`src/rtl/mips_pkg.sv`:
```
// Shared MIPS core definitions: funct encodings and multiply controller states.
package mips_pkg;

    localparam logic [5:0] FUNCT_MULT  = 6'b011000;
    localparam logic [5:0] FUNCT_MULTU = 6'b011001;
    localparam logic [5:0] FUNCT_MFHI  = 6'b010000;
    localparam logic [5:0] FUNCT_MFLO  = 6'b010010;

    typedef enum logic [1:0] {
        IDLE,
        RUN,
        SIGN,
        DONE
    } mult_state_t;

    function automatic logic is_mul(input logic [5:0] f);
        return (f == FUNCT_MULT) || (f == FUNCT_MULTU);
    endfunction

endpackage

```
`src/rtl/mult_shift_add_dp.sv`:
```
// Radix-2 shift-add multiply datapath: operand latch, accumulator,
// sign correction and HI/LO result registers.
module mult_shift_add_dp
    import mips_pkg::*;
#(
    parameter int WIDTH = 32
) (
    input  logic             clk,
    input  logic             rst,
    input  logic             load,
    input  logic             step,
    input  logic             negate,
    input  logic             commit,
    input  logic             is_signed,
    input  logic [WIDTH-1:0] rs_val,
    input  logic [WIDTH-1:0] rt_val,
    output logic [WIDTH-1:0] hi,
    output logic [WIDTH-1:0] lo
);

    logic [2*WIDTH-1:0] acc;
    logic [WIDTH-1:0]   mcand;
    logic               neg;

    logic [WIDTH-1:0]   mag_rs;
    logic [WIDTH-1:0]   mag_rt;
    logic [WIDTH-1:0]   addend;
    logic [WIDTH:0]     sum;
    logic [2*WIDTH-1:0] prod;

    // The most-negative operand negates to itself, which read unsigned is 2^(W-1).
    always_comb begin
        mag_rs = (is_signed && rs_val[WIDTH-1]) ? -rs_val : rs_val;
        mag_rt = (is_signed && rt_val[WIDTH-1]) ? -rt_val : rt_val;
        addend = acc[0] ? mcand : {WIDTH{1'b0}};
        sum    = {1'b0, acc[2*WIDTH-1:WIDTH]} + {1'b0, addend};
        prod   = (negate && neg) ? -acc : acc;
    end

    always_ff @(posedge clk or posedge rst) begin
        if (rst) begin
            acc   <= '0;
            mcand <= '0;
            neg   <= 1'b0;
            hi    <= '0;
            lo    <= '0;
        end else begin
            if (load) begin
                mcand <= mag_rs;
                acc   <= {{WIDTH{1'b0}}, mag_rt};
                neg   <= is_signed & (rs_val[WIDTH-1] ^ rt_val[WIDTH-1]);
            end else if (step) begin
                acc <= {sum, acc[WIDTH-1:1]};
            end else if (commit) begin
                acc <= prod;
                hi  <= prod[2*WIDTH-1:WIDTH];
                lo  <= prod[WIDTH-1:0];
            end
        end
    end

endmodule

```
`src/rtl/mult_sequencer.sv`:
```
// Multi-cycle mult/multu controller: FSM, iteration counter, pipeline
// stall and mfhi/mflo read port around the shift-add datapath.
module mult_sequencer
    import mips_pkg::*;
#(
    parameter int WIDTH = 32,
    parameter int CNT_W = $clog2(WIDTH) + 1
) (
    input  logic             clk,
    input  logic             rst,
    input  logic             start,
    input  logic [5:0]       funct,
    input  logic [WIDTH-1:0] rs_val,
    input  logic [WIDTH-1:0] rt_val,
    input  logic             rd_req,
    output logic [WIDTH-1:0] rd_data,
    output logic             busy,
    output logic             done,
    output logic             stall,
    output logic [WIDTH-1:0] hi,
    output logic [WIDTH-1:0] lo
);

    localparam logic [CNT_W-1:0] LAST = CNT_W'(WIDTH - 1);

    mult_state_t      state;
    mult_state_t      nxt;
    logic [CNT_W-1:0] count;

    logic accept;
    logic load;
    logic step;
    logic negate;
    logic commit;
    logic is_signed;

    assign accept    = start && is_mul(funct);
    assign is_signed = (funct == FUNCT_MULT);

    always_comb begin
        nxt    = state;
        load   = 1'b0;
        step   = 1'b0;
        negate = 1'b0;
        commit = 1'b0;
        unique case (state)
            IDLE: begin
                if (accept) begin
                    load = 1'b1;
                    nxt  = RUN;
                end
            end
            RUN: begin
                step = 1'b1;
                if (count == LAST) begin
                    nxt = SIGN;
                end
            end
            SIGN: begin
                negate = 1'b1;
                commit = 1'b1;
                nxt    = DONE;
            end
            DONE: begin
                if (accept) begin
                    load = 1'b1;
                    nxt  = RUN;
                end else begin
                    nxt = IDLE;
                end
            end
        endcase
    end

    always_ff @(posedge clk or posedge rst) begin
        if (rst) begin
            state <= IDLE;
            count <= '0;
        end else begin
            state <= nxt;
            if (load) begin
                count <= '0;
            end else if (step) begin
                count <= count + 1'b1;
            end
        end
    end

    assign busy  = (state == RUN) || (state == SIGN);
    assign done  = (state == DONE);
    assign stall = busy & (rd_req | start);

    // HI/LO are written on the edge entering DONE, so a read there sees the new product.
    always_comb begin
        rd_data = '0;
        if (funct == FUNCT_MFHI) begin
            rd_data = hi;
        end else if (funct == FUNCT_MFLO) begin
            rd_data = lo;
        end
    end

    mult_shift_add_dp #(
        .WIDTH(WIDTH)
    ) u_dp (
        .clk      (clk),
        .rst      (rst),
        .load     (load),
        .step     (step),
        .negate   (negate),
        .commit   (commit),
        .is_signed(is_signed),
        .rs_val   (rs_val),
        .rt_val   (rt_val),
        .hi       (hi),
        .lo       (lo)
    );

endmodule

```
`config.mk`:
```
export PLATFORM = sky130hd
export DESIGN_NAME = mult_sequencer
export DESIGN_NICKNAME = d
export VERILOG_FILES = /design/src/rtl/mips_pkg.sv /design/src/rtl/mult_shift_add_dp.sv /design/src/rtl/mult_sequencer.sv
export SDC_FILE = /design/constraint.sdc
export NUM_CORES = 1
export LEC_CHECK = 0
export BUFFER_PORTS_ARGS = -buffer_cell sky130_fd_sc_hd__buf_2
export CAP_MARGIN = 0
export CELL_PAD_IN_SITES_DETAIL_PLACEMENT = 0
export CELL_PAD_IN_SITES_GLOBAL_PLACEMENT = 1
export CORE_ASPECT_RATIO = 0.7
export CORE_MARGIN = 2
export CORE_UTILIZATION = 29
export DETAILED_ROUTE_END_ITERATION = 16
export PLACE_DENSITY_LB_ADDON = 0.12
export RECOVER_POWER = 100
export SLEW_MARGIN = 10
export SYNTH_ARGS = -nofsm -noshare
export SYNTH_HDL_FRONTEND = slang
export SYNTH_SLANG_ARGS = --single-unit
```
`constraint.sdc`:
```
create_clock -name clk -period 5.54 [get_ports clk]
set_input_delay 1.108 -clock clk [delete_from_list [all_inputs] [get_ports clk]]
set_output_delay 1.108 -clock clk [all_outputs]
set_load 0.02 [all_outputs]
```
# Word-level counts from Yosys, hierarchy flattened
# Index checks and enable logic that the tools add are counted.
# Widths: inputs -> output; s select.
dict set report word_totals {
  ff_bits 169
  in_bits 74
  output_inout_bits 99
  wordCells 59
}
dict set report classes {
  eq_ne 10
  n_addsub 5
  n_reduce_logical 12
  bitwise_logic 6
  mux 19
}
# op n
set ops {}
lappend ops {{$mux 64} 4}
lappend ops {{$mux 32} 5}
lappend ops {{$neg 32->32} 2}
lappend ops {{$neg 64->64} 1}
lappend ops {{$add 32x32->33} 1}
lappend ops {{$eq 6x5->1 const B} 5}
lappend ops {{$mux 6} 2}
lappend ops {{$pmux 2 s4} 1}
lappend ops {{$add 6x1->6 const B} 1}
lappend ops {{$mux 1} 5}
lappend ops {{$eq 2x2->1 const B} 2}
lappend ops {{$logic_and 1x1->1} 4}
lappend ops {{$mux 2} 2}
lappend ops {{$ne 2x2->1 const B} 2}
lappend ops {{$reduce_and 3->1} 1}
lappend ops {{$reduce_bool 3->1} 1}
lappend ops {{$and 1x1->1} 2}
lappend ops {{$eq 2x1->1 const B} 1}
lappend ops {{$logic_not 2->1} 1}
lappend ops {{$logic_or 1x1->1} 2}
lappend ops {{$not 1->1} 2}
lappend ops {{$reduce_and 2->1} 1}
lappend ops {{$reduce_bool 2->1} 1}
lappend ops {{$reduce_or 2->1} 1}
lappend ops {{other kinds (2)} 2}

# Longest topological paths before layout
dict set report depth {
  ltp_word 7
  ltp_mapped 14
  mapped_depth_nobuf 12
}

# Modules after synthesis
# A second synthesis with hierarchy kept.
dict set report hier_totals {
  hier_cells 1472
  area_unflattened_um2 12246.7
}
# mod seq_area_each_um2 instances area_each_um2 cells_each
set modules_own_cells {}
lappend modules_own_cells {mult_shift_add_dp 4028.9 1 11387.2 1381}
lappend modules_own_cells {mult_sequencer 200.2 1 859.6 91}

# Least setup slack after synthesis
# Ideal clock, no wire load.
dict set report synth_timing {
  path_kind {input to output}
  from {in funct[1]}
  to {out rd_data[10]}
  t_arrival_ns 2.252
  cell_stages 4
  slack_ns 2.180
  path_buffers 2
  cell_sequence {clkbuf_1 buf_1 mux2i_1 nor2_1}
}
dict set report synth_via {
  elab_chain_cells 3
  elab_cells_between_ends 4
}
# element line
set synth_lines {}
lappend synth_lines {{start: declaration} mult_sequencer.sv:12} ;# input logic [5:0] funct,
lappend synth_lines {{$eq 6x5->1} mult_sequencer.sv:98} ;# end else if (funct == FUNCT_MFLO) begin
lappend synth_lines {{$mux 32} mult_sequencer.sv:98}
lappend synth_lines {{$mux 32 *} mult_sequencer.sv:96} ;# if (funct == FUNCT_MFHI) begin
lappend synth_lines {{end: declaration} mult_sequencer.sv:16} ;# output logic [WIDTH-1:0] rd_data,
# Mark *: on every way between the ends. The rest lies on a longest branch, timed or not.

# Worst setup path in the final report
dict set report layout_timing {
  from {in funct[1]}
  to {reg u_dp.acc[8]}
}
dict set report layout_via {
  elab_chain_cells 6
  elab_cells_between_ends 10
}
# element line
set layout_lines {}
lappend layout_lines {{$eq 6x5->1, on equally long branches} {mips_pkg.sv:17, mult_sequencer.sv:38}}
lappend layout_lines {{$logic_or 1x1->1} mips_pkg.sv:17} ;# return (f == FUNCT_MULT) || (f == FUNCT_MULTU);
lappend layout_lines {{$logic_and 1x1->1} mult_sequencer.sv:37} ;# assign accept = start && is_mul(funct);
lappend layout_lines {{$mux 1} {mult_sequencer.sv:48, mult_sequencer.sv:65}}
lappend layout_lines {{$mux 1} --}
lappend layout_lines {{$reduce_bool 3->1 (no source line) or $mux 64 (tied branches)} --}
lappend layout_lines {{end signal: assignment} mult_shift_add_dp.sv:50} ;# acc <= {{WIDTH{1'b0}}, mag_rt};
lappend layout_lines {{end signal: assignment} mult_shift_add_dp.sv:53} ;# acc <= {sum, acc[WIDTH-1:1]};
lappend layout_lines {{end signal: assignment} mult_shift_add_dp.sv:55} ;# acc <= prod;
lappend layout_lines {{end: declaration} mult_shift_add_dp.sv:21} ;# logic [2*WIDTH-1:0] acc;
# Parallel ways exist; a longest one is shown, timed or not.
# A chain may end at the register's enable or synchronous reset.

==> results.toml <==
[yosys]
synth_nets = 1526
yosys_warnings = 0
synth_cell_types = 70
synthCells = 1411
synth_ff_type = "dfrtp_1"
synthArstFlopShare_pct = 100
synth_edf_count = 0
yosysSeqAreaShare_pct = 35.0
netlist_area_um2 = 12100
syn_area_per_cell_um2 = 8.55
synth_seq_cells = 169

[clock_network]
clock_latency_ns = 0.46
cts_max_path_buffers = 2
cts_root_buffer = "clkbuf_16"
ctsHoldBuffers = 0
cts_resized = 0
clk_pin_slew_ns = 0.08
post-cts-setup-buffers = 0
htree_levels = 4
cts_tree = "done"
clock_sinks = 169
cts_made_buffers = 17

[finish]
multi_input_area_um2 = 7400
final_common_cell = "nor2_1"
antenna_cells = 0
final-seq-area_um2 = 4230
nets = 1649
layout-drive-gt1-share_pct = 10.7
layout_common_cells = "nor2_1, dfrtp_1, a21oi_1"
fillerInstances = 4334
syn2layout_area_growth_pct = 14.7
final_core_utilization_pct = 33.7

[setup_path]
crit_path_start_kind = "primary input"
critPathRequiredTime_ns = 5.86
arrival_ns = 4.82
crit_slowest_cell = "nor2_1"
crit_chain = "clkbuf_1 -> buf_4 -> nor3b_1 -> nand2_1 -> nor2_1 -> clkbuf_1 -> o21ai_0"
critPathKind = "primary input to flip-flop"
critical-path-top-delay-family = "simple AND/OR/NAND/NOR gates"
slowest_delay_ns = 1.52
cp-end-kind = "flip-flop"
critPathMaxFanout = 19
path_buf_inv = 3
cp_common_cell = "clkbuf_1"

[timing]
fmax_mhz = 222
tns_ns = 0
relSlewSlack_pct = -97.1
fin_skew_ns = 0.0133
worst_slew_pin_slew_ns = 2.96
hold_violations = 0
fin_crit_ns = 4.50
fin_crit_sh_pct = 81.2
drv_slew = 280
rsz0062_at_grt = "no"
setup_viol = 0

[global_route]
grt_max_degree = 140
use_met2_pct = 26.9
overflow = 0
track_usage_pct = 19.7
busiest_layer = "met1"
grtUsageMet1_pct = 31.4
met3_usage_pct = 3.95
antenna_found_initial = 0
grt_pass1_wl_um = 64800
grt_pass1_vias = 10473

[outcome]
failed_checks = "max-capacitance violations, max-slew violations"
status = "finished with violations"

[placement]
hpwl_um = 32100
portBuffers = 172
finalWeightedCongestion = 0.823

[route]
wl_per_cell_um = 20.2
num_vias = 10700
drt_first_pass_iters = 5
drt_iter0_drc = 731
drc = 0
viasPerCell = 5.12
ant_nets = 0
wl_um = 42200

[power]
leakagePower_nw = 5.63
peakVddDrop_v = 0.000264
powerDensity_nw_per_um2 = 514

[die]
die_h_um = 175
row_count = 62
start_util_pct = 29.4
core_um2 = 41000
io_pins = 173
die_x_um = 248
die_area_um2 = 43300

[job]
drv_cap = 5

[hold_path]
hp-class = "flip-flop to flip-flop"
worst paths after layout:
| path | to | cells past startpoint | slack [ns] | startpoint |
|---|---|---|---|---|
| worst max-delay path | u_dp.acc[8] | 7 | 1.04 | funct[1] |
| worst min-delay path | u_dp.mcand[27] | 2 | 0.48 | u_dp.mcand[27] |
| worst max register to register | u_dp.acc[31] | 9 | 1.26 | state[0] |
| worst min register to register | u_dp.mcand[27] | 2 | 0.48 | u_dp.mcand[27] |
| max in group asynchronous | u_dp.acc[50] | 3 | 1.77 | rst |
| min in group asynchronous | u_dp.mcand[8] | 2 | 0.97 | rst |
metal layers:
metal  vias up  wire (um)  share of wire (%)
met2       231      16800                 40
met1      5201      22700                 54
li1       5244          -                  -
met4         0        492                1.2
met3        24       2180                5.2
met5         -          0                  0
synth_stat cells (10+ instances only):
cell	number	area, um2
a31oi_1	13	81.3
ha_1	40	500
o31ai_1	20	150
o41ai_1	16	140
nor2_1	187	702
a21oi_1	121	606
nor4_1	14	87.6
nand2_1	105	394
nand2b_1	13	81.3
inv_1	23	86.3
and2_1	36	225
a211oi_1	13	97.6
a21o_1	18	135
or4_1	10	75.1
xor2_1	76	666
mux2_2	29	327
mux2i_1	64	641
clkbuf_1	76	285
dfrtp_1	169	4230
or3_1	15	93.8
o22ai_1	10	62.6
xnor2_1	93	815
nand4_1	10	62.6
nor3_1	29	145
nand3_1	17	85.1
o21ai_0	94	470
tightest hold or removal path, stage by stage (launching register included):
cell and delay [ns]:
dfrtp_1 0.34, nand2_1 0.05, o21ai_0 0.06
registers in the layout, summed over array words and instances (netlist names):
| signal | count |
|---|---|
| state | 2 |
| u_dp.lo | 32 |
| u_dp.hi | 32 |
| u_dp.neg | 1 |
| count | 6 |
| u_dp.acc | 64 |
| u_dp.mcand | 32 |
report_power, final:
group | internal, mW | switching, mW | total [mW] | leakage, nW
sequential | 1.78 | 0.723 | 2.51 | 1.96
clock | 0.675 | 0.577 | 1.25 | 0.288
combinational | 1.31 | 2.04 | 3.35 | 3.39
logic make-up (layout without fill, tap and decap cells):
logic type,Yosys count,in the layout,share of synthesized area (%)
flip-flops,169,169,35.0
multiplexers,93,93,8.02
XOR/XNOR,169,169,12.3
AO/OA/AOI/OAI,348,348,17.4
AND/OR/NAND/NOR,480,480,19.3
buffers and inverters,111,247,3.59
adder cells (fa/ha/maj),41,41,4.31
through the flow:
step / instance area [um2] / total power, mW / setup WS (ns) / hold WS [ns] / std cells
2_1_floorplan: 12100 / 4.72 / 2.18 / 0.442 / 1411
3_3_place_gp: 13500 / 5.94 / 1.71 / 0.462 / 2059
3_5_place_dp: 13500 / 5.93 / 1.63 / 0.467 / 2059
4_1_cts: 14000 / 7.21 / 1.88 / 0.482 / 2091
5_1_grt: 13800 / 7.64 / 0.833 / 0.505 / 2091
6_report: 13800 / 7.11 / 1.04 / 0.475 / 2091
cell type report:
class                   count  share of cell area, %
inverters                  23                  0.633
well taps                 544                   4.92
multi-input cells        1131                   53.4
clock buffers              17                   3.07
flip-flops and latches    169                   30.6
repair buffers            192                   6.18
clock inverters            15                   1.19
No activity file was read; power rests on OpenSTA's default activity.
